$ cat config.mk
export PLATFORM = sky130hd
export DESIGN_NAME = tnoc_local_port_arbiter
export DESIGN_NICKNAME = d
export VERILOG_FILES = /design/src/rtl/tnoc_local_port_arbiter.sv
export SDC_FILE = /design/constraint.sdc
export NUM_CORES = 1
export LEC_CHECK = 0
export CORE_AREA = 2 2 132 134
export CTS_CLUSTER_DIAMETER = 100
export CTS_CLUSTER_SIZE = 28
export DETAILED_ROUTE_END_ITERATION = 10
export DIE_AREA = 0 0 134 136
export DONT_BUFFER_PORTS = 1
export PLACE_DENSITY = 0.46
export SETUP_SLACK_MARGIN = 0.02
export SLEW_MARGIN = 20
export SYNTH_ARGS = -nofsm -noshare
export SYNTH_HDL_FRONTEND = slang
export SYNTH_SLANG_ARGS = --single-unit
$ cat constraint.sdc
create_clock -name clk -period 5.6 [get_ports clk]
set_input_delay 1.12 -clock clk [delete_from_list [all_inputs] [get_ports clk]]
set_output_delay 1.12 -clock clk [all_outputs]
set_load 0.05 [all_outputs]
$ cat src/rtl/tnoc_local_port_arbiter.sv
// Packet-level round-robin arbiter sharing one router local input port among REQUESTERS sources.
// Define TNOC_LOCAL_ARBITER_ERROR_CHECK_EN to build the sticky protocol-error flag (o_error).
module tnoc_local_port_arbiter #(
    parameter int REQUESTERS = 4,
    parameter int FLIT_WIDTH = 64,
    localparam int PTR_W = (REQUESTERS > 1) ? $clog2(REQUESTERS) : 1
) (
    input  logic                             clk,
    input  logic                             rst,
    input  logic [REQUESTERS-1:0]            i_valid,
    output logic [REQUESTERS-1:0]            o_ready,
    input  logic [REQUESTERS*FLIT_WIDTH-1:0] i_flit,
    output logic                             o_valid,
    input  logic                             i_ready,
    output logic [FLIT_WIDTH-1:0]            o_flit,
    output logic                             o_busy,
    output logic                             o_error,
    output logic                             o_dbg_state,
    output logic [PTR_W-1:0]                 o_dbg_ptr
);

    // Valid/ready: a flit moves on a rising edge where valid and ready are both high.
    // A source holding valid keeps valid and flit stable until that edge; ready may
    // depend combinationally on valid, never the reverse.

    localparam logic [0:0] ST_IDLE   = 1'b0;
    localparam logic [0:0] ST_LOCKED = 1'b1;

    logic [0:0]            state_q, state_d;
    logic [PTR_W-1:0]      owner_q, owner_d;
    logic [PTR_W-1:0]      ptr_q, ptr_d;
    logic                  o_valid_q, o_valid_d;
    logic [FLIT_WIDTH-1:0] o_flit_q, o_flit_d;

    logic [REQUESTERS-1:0] head_vec;
    logic [REQUESTERS-1:0] tail_vec;
    logic [REQUESTERS-1:0] cand;
    logic [REQUESTERS-1:0] grant_vec;
    logic                  win_found;
    logic [PTR_W-1:0]      win_idx;
    logic [PTR_W-1:0]      sel_idx;
    logic [FLIT_WIDTH-1:0] sel_flit;
    logic                  can_load;
    logic                  accept;

    for (genvar k = 0; k < REQUESTERS; k++) begin : g_flags
        assign head_vec[k] = i_flit[k*FLIT_WIDTH + FLIT_WIDTH - 1];
        assign tail_vec[k] = i_flit[k*FLIT_WIDTH + FLIT_WIDTH - 2];
    end

    assign cand     = i_valid & head_vec;
    assign can_load = !o_valid_q || i_ready;

    // First head-flagged requester at or after ptr in wrap order.
    always_comb begin
        logic [PTR_W-1:0] scan_idx;
        win_found = 1'b0;
        win_idx   = '0;
        scan_idx  = '0;
        for (int off = 0; off < REQUESTERS; off++) begin
            scan_idx = PTR_W'((int'(ptr_q) + off) % REQUESTERS);
            if (!win_found && cand[scan_idx]) begin
                win_found = 1'b1;
                win_idx   = scan_idx;
            end
        end
    end

    assign sel_idx = (state_q == ST_IDLE) ? win_idx : owner_q;

    always_comb begin
        sel_flit = '0;
        for (int k = 0; k < REQUESTERS; k++) begin
            if (PTR_W'(k) == sel_idx) begin
                sel_flit = i_flit[k*FLIT_WIDTH +: FLIT_WIDTH];
            end
        end
    end

    always_comb begin
        grant_vec = '0;
        if (can_load) begin
            if (state_q == ST_IDLE) begin
                if (win_found) begin
                    grant_vec[win_idx] = 1'b1;
                end
            end else if (i_valid[owner_q]) begin
                grant_vec[owner_q] = 1'b1;
            end
        end
    end

    assign accept = |grant_vec;

    always_comb begin
        state_d   = state_q;
        owner_d   = owner_q;
        ptr_d     = ptr_q;
        o_valid_d = o_valid_q;
        o_flit_d  = o_flit_q;
        if (accept) begin
            o_valid_d = 1'b1;
            o_flit_d  = sel_flit;
        end else if (i_ready) begin
            o_valid_d = 1'b0;
        end
        if (accept) begin
            if (state_q == ST_IDLE) begin
                ptr_d = (win_idx == PTR_W'(REQUESTERS - 1)) ? '0 : win_idx + PTR_W'(1);
                // A head+tail flit is a whole packet, so no lock is taken.
                if (!sel_flit[FLIT_WIDTH-2]) begin
                    state_d = ST_LOCKED;
                    owner_d = win_idx;
                end
            end else if (sel_flit[FLIT_WIDTH-2]) begin
                state_d = ST_IDLE;
            end
        end
    end

    always_ff @(posedge clk or posedge rst) begin
        if (rst) begin
            state_q   <= ST_IDLE;
            owner_q   <= '0;
            ptr_q     <= '0;
            o_valid_q <= 1'b0;
            o_flit_q  <= '0;
        end else begin
            state_q   <= state_d;
            owner_q   <= owner_d;
            ptr_q     <= ptr_d;
            o_valid_q <= o_valid_d;
            o_flit_q  <= o_flit_d;
        end
    end

`ifdef TNOC_LOCAL_ARBITER_ERROR_CHECK_EN
    logic error_q, error_d;

    always_comb begin
        error_d = error_q;
        if ((state_q == ST_IDLE) && ((i_valid & ~head_vec) != '0)) begin
            error_d = 1'b1;
        end
        if ((state_q == ST_LOCKED) && accept && sel_flit[FLIT_WIDTH-1]) begin
            error_d = 1'b1;
        end
    end

    always_ff @(posedge clk or posedge rst) begin
        if (rst) begin
            error_q <= 1'b0;
        end else begin
            error_q <= error_d;
        end
    end

    assign o_error = error_q;
`else
    assign o_error = 1'b0;
`endif

    assign o_ready     = grant_vec;
    assign o_valid     = o_valid_q;
    assign o_flit      = o_flit_q;
    assign o_busy      = (state_q == ST_LOCKED);
    assign o_dbg_state = state_q;
    assign o_dbg_ptr   = ptr_q;

endmodule

## Word level (Yosys, flattened, before mapping)

Cells that the tools add are included.

- Register bits: 70
- Input bits: 263
- Output and inout port bits: 74
- Word-level logic and storage cells: 74

- $add $sub $neg: 4
- Order comparisons: 8
- Equal/unequal tests: 4
- Muxes and demuxes: 35
- Bitwise gates (word level): 3
- Reductions and logical operators: 15

Operators with widths:

| kind | count |
|---|---|
| 64-bit 2-to-1 mux | 4 |
| 2-bit by 3-bit less-than comparator with 1-bit output, second input constant | 6 |
| 4-bit 2-to-1 mux | 4 |
| 1-bit 2-to-1 mux | 14 |
| 2-bit 2-to-1 mux | 6 |
| 1-bit binary-select mux with 2-bit select | 5 |
| 1-bit logical AND | 5 |
| 2-bit by 1-bit adder with 2-bit output, second input constant | 2 |
| 2-bit adder, second input constant | 2 |
| 4-bit bitwise AND | 1 |
| 1-bit demux with 2-bit select | 2 |
| 2-bit == test, first input constant | 2 |
| 2-bit by 1-bit greater-or-equal comparator with 1-bit output, second input constant | 2 |
| 1-bit zero test | 4 |
| 4-bit OR reduction | 1 |
| 3-bit AND reduction | 1 |
| 1-bit by 2-bit == test with 1-bit output, first input constant | 1 |
| 2-bit == test, second input constant | 1 |
| 2-bit zero test | 1 |
| 1-bit inverter | 2 |
| 2-bit AND reduction | 1 |
| 2-bit nonzero test | 1 |
| 1-bit logical OR | 1 |

## Logic depth before layout (Yosys ltp)

- Word-level depth: 22
- Depth in mapped cells: 13
- Gate-level depth less buffers: 11

## Worst setup path after synthesis

No wires, ideal clock.

- Kind: input to output
- Start: input i_valid[3]
- End: output o_ready[0]
- Arrival time: 2.488 ns
- Data required time: 4.480 ns
- Slack: 1.992 ns
- Stages: 6
- Cells stage by stage: and2_1 -> a31oi_1 -> o22ai_1 -> inv_1 -> ha_1 -> a32o_1

- Longest elaborated chain between the ends: 20
- Elaborated cells on any way between the ends: 34
- Those cells by class: order compare (2); mux (24); bitwise (1); reduce/logical (7)

RTL lines:

| element | line | RTL |
|---|---|---|
| start, declared | 10 | `input logic [REQUESTERS-1:0] i_valid,` |
| 4-bit bitwise AND (*) | 51 | `assign cand = i_valid & head_vec;` |
| 1-bit binary-select mux with 2-bit select | 62 | `if (!win_found && cand[scan_idx]) begin` |
| 1-bit 2-to-1 mux (not written as such) | 62 |  |
| 1-bit 2-to-1 mux | 62 |  |
| 1-bit zero test | 62 |  |
| 1-bit logical AND | 62 |  |
| 1-bit 2-to-1 mux | 62 |  |
| 1-bit zero test | 62 |  |
| [... 5 more ...] | - |  |
| net win_idx[0] | 40 | `logic [PTR_W-1:0] win_idx;` |
| 2-bit by 3-bit less-than comparator with 1-bit output (not written as such) or 2-bit by 1-bit greater-or-equal comparator with 1-bit output (tied branches) | 85 | `grant_vec[win_idx] = 1'b1;` |
| 1-bit logical AND (not written as such) | 85 |  |
| 1-bit 2-to-1 mux (not written as such) | 85 |  |
| 1-bit demux with 2-bit select (*) | 85 |  |
| 4-bit 2-to-1 mux (*) | 84 | `if (win_found) begin` |
| 4-bit 2-to-1 mux (*) | 83 | `if (state_q == ST_IDLE) begin` |
| 4-bit 2-to-1 mux (*) | 82 | `if (can_load) begin` |
| end, declared | 11 | `output logic [REQUESTERS-1:0] o_ready,` |

The timed path passes the listed nets; every way through them passes the cells marked *. The select of a mux whose other input is x is not followed.

## Final worst setup path

- Start: register ptr_q[1] (netlist: o_dbg_ptr[1])
- End: register o_flit_q[58] (netlist: o_flit[58])

- Longest elaborated chain between the ends: 20
- Elaborated cells on any way between the ends: 43
- Those cells by class: add/sub (3); order compare (2); eq/ne (3); mux (26); reduce/logical (9)

RTL lines:

| element | line | RTL |
|---|---|---|
| start, declared | 31 | `logic [PTR_W-1:0] ptr_q, ptr_d;` |
| start signal, assigned | 131 | `ptr_q <= ptr_d;` |
| branches (longest 11 deep; another with 2-bit by 1-bit adder with 2-bit output) | - |  |
| 2-bit 2-to-1 mux (*) | 62 |  |
| net win_idx[0] | 40 |  |
| 2-bit by 3-bit less-than comparator with 1-bit output (not written as such) or 2-bit by 1-bit greater-or-equal comparator with 1-bit output (tied branches) | 85 |  |
| 1-bit logical AND (not written as such) | 85 |  |
| 1-bit 2-to-1 mux (not written as such) | 85 |  |
| 1-bit demux with 2-bit select | 85 |  |
| 4-bit 2-to-1 mux | 84 |  |
| 4-bit 2-to-1 mux | 83 |  |
| 4-bit 2-to-1 mux | 82 |  |
| 4-bit OR reduction | 93 | `assign accept = \|grant_vec;` |
| end signal, assigned | 133 | `o_flit_q <= o_flit_d;` |
| end, declared | 33 | `logic [FLIT_WIDTH-1:0] o_flit_q, o_flit_d;` |

Mark *: on every way through the listed nets, which the timed path passes. The select of a mux whose other input is x is not followed.
A chain may end at the register's enable or synchronous reset.

==> out/metrics.cfg <==
[clock_network]
path_clk_slew_ns=0.06
cts_buffer_depth=2
clkSinkCount=70
cts_resized=0
ctsRootBufferMaster=clkbuf_16
cts_hold_buf=0
cts_tree=done
post-cts-setup-buffer-count=0
cts_buffers=9
htree_num_levels=3
clock_latency_ns=0.34

[setup_path]
cp.arrival_ns=4.31
cp_data_required_time_ns=5.83
critPathMaxFanout=64
cp-start-kind=register
cp-end-kind=register
critical_path_class=register to register

[placed_design]
dpl_cell_area_um2=5300
gp_congestion=0.871
numPortBuffers=0
hpwlAfterDp_mm=12.9

[global_routing]
grt.total_usage_pct=19.5
grt_pass1_wl_mm=27.7
grt_pass1_vias=4862
overflow=0
antenna_found_initial=1
grt_max_degree=71

[yosys]
syn-cell-area_um2=5230
synth_cell_types=53
synth.net_count=846
async_flop_share_pct=100
syn-mean-instance-area_um2=9.03
synth_edf_count=0
ys_seq_area_share_pct=33.5
synth_seq_cells=70
syn_inst=579
ys.flop_type=dfrtp_1
ys_warn_count=0

[floorplanning]
die_w_um=134
io_pins=337
initial_utilization_pct=31.0
die-area_um2=18200
fp-row-count=48
core-area_um2=16900
die_h_um=136

[sta]
worst_slew_pin_slew_ns=1.05
slew_violations=0
skew_ns=0.00666
fin_crit_ns=4.08
max_freq_ghz=0.245
setup_viol=0
finalSetupTns_ns=0
slew_headroom_pct=29.7
period_share_pct=72.8
finalHoldViolations=0
grt_setup_unrepaired=no

[finish]
final_cell_mix=134 x nand2_1, 70 x dfrtp_1, 64 x nor2_1, 64 x and3_1, 39 x a311oi_2
syn_to_final_growth_pct=7.71
fin_area_um2=5630
nets=808
fin_util_pct=33.4
final_common_cell=nand2_1
drive_above_1_share_pct=22.3

[route]
wl_met1_mm=6.87
first_pass_iters=5
wl_met3_mm=1.84
dr_total_vias=4665
drcViolationCount=0
first_iter_violations=295
top_layer=met4
wl_per_cell_um=24.0
met2_length_mm=9.46
viasPerCell=6.04
routed_wl_mm=18.5
drtAntennaViolNets=0

[pwr]
p_per_area_nw_per_um2=860
power_leakage_nw=2.21
peakVddDrop_mv=0.457

[min_path]
hold_path.class=register to register

[run]
drv_cap=0

[run_status]
outcome=completed

## worst paths after layout
kind,cells after the start,slack (ns),endpoint,start
worst max-delay path,10,1.52,o_flit[58],o_dbg_ptr[1]
min in group asynchronous,2,0.98,o_flit[34],rst
worst min register to register,2,0.75,owner_q[0],owner_q[0]
max in group asynchronous,2,4.00,o_flit[63],rst
worst min-delay path,2,0.75,owner_q[0],owner_q[0]
worst max register to register,10,1.52,o_flit[58],o_dbg_ptr[1]
## final cells by class
class	instances	area [um2]
Tap cell	225	282
Sequential cell	70	1750
Antenna cell	1	2.50
Timing Repair Buffer	8	72.6
Multi-Input combinational cell	445	3170
Fill cell	1766	11200
Inverter	7	27.5
Clock inverter	6	85.1
Clock buffer	10	239
## routing by layer
metal  global-route usage (%)  vias up
met1                     21.5     2299
met5                        0        -
li1                         -     2070
met2                     34.6      269
met3                     6.82       27
met4                     7.09        0
## power breakdown
group          internal, mW  switching, mW  leakage, nW
clock network         0.401          0.230        0.154
logic                 0.806           1.55         1.27
registers             0.770           1.09        0.787
## logic make-up (layout without fill, tap and decap cells)
group	Yosys count	count (layout)	synth area share [%]
buffers and inverters	64	31	6.48
muxes	7	7	1.79
other	1	2	0.0717
AOI/OAI and AO/OA	149	149	32.3
and+or+nand+nor	284	284	24.9
DFF	70	70	33.5
adders and majority gates	4	4	0.957
## flip-flops by register name (all words and copies together), names as in the netlist
| signal | cells |
|---|---|
| o_flit | 64 |
| o_dbg_ptr | 2 |
| owner_q | 2 |
| o_busy | 1 |
| o_valid | 1 |
## stage by stage
stage          total power [mW]  setup slack, ns  hold WS, ns  cells
3_5_place_dp               4.24             1.28        0.709    755
3_3_place_gp               4.18             1.38        0.733    755
5_1_grt                    5.15             1.22        0.799    772
2_1_floorplan              3.77             1.99        0.565    579
6_report                   4.84             1.52        0.746    772
4_1_cts                    4.88             1.60        0.718    771
## cell usage after synthesis, drive strengths merged, types with 3 or more instances
cell,instances,area share [%]
nand2,137,10
dfrtp,70,34
nor2,65,4.8
a311oi,64,16
and3,64,7.7
a211oi,63,13
buf,43,5.0
clkbuf,14,1.0
inv,7,0.50
a32o,4,0.77
ha,4,0.96
and2,3,0.38
mux2,3,0.79
mux2i,3,0.57
nor3,3,0.29
## worst max-delay path, stage by stage (launching register included)
cell      delay (ns)
dfrtp_1         0.75
o21ai_0         0.33
o22ai_1         0.53
inv_1           0.17
ha_1            0.25
nor4_1          0.35
a311o_1         0.23
a21oi_4         0.09
nand2_4         0.77
a211oi_1        0.15
a311oi_1        0.32
No activity file was read; power rests on OpenSTA's default activity.
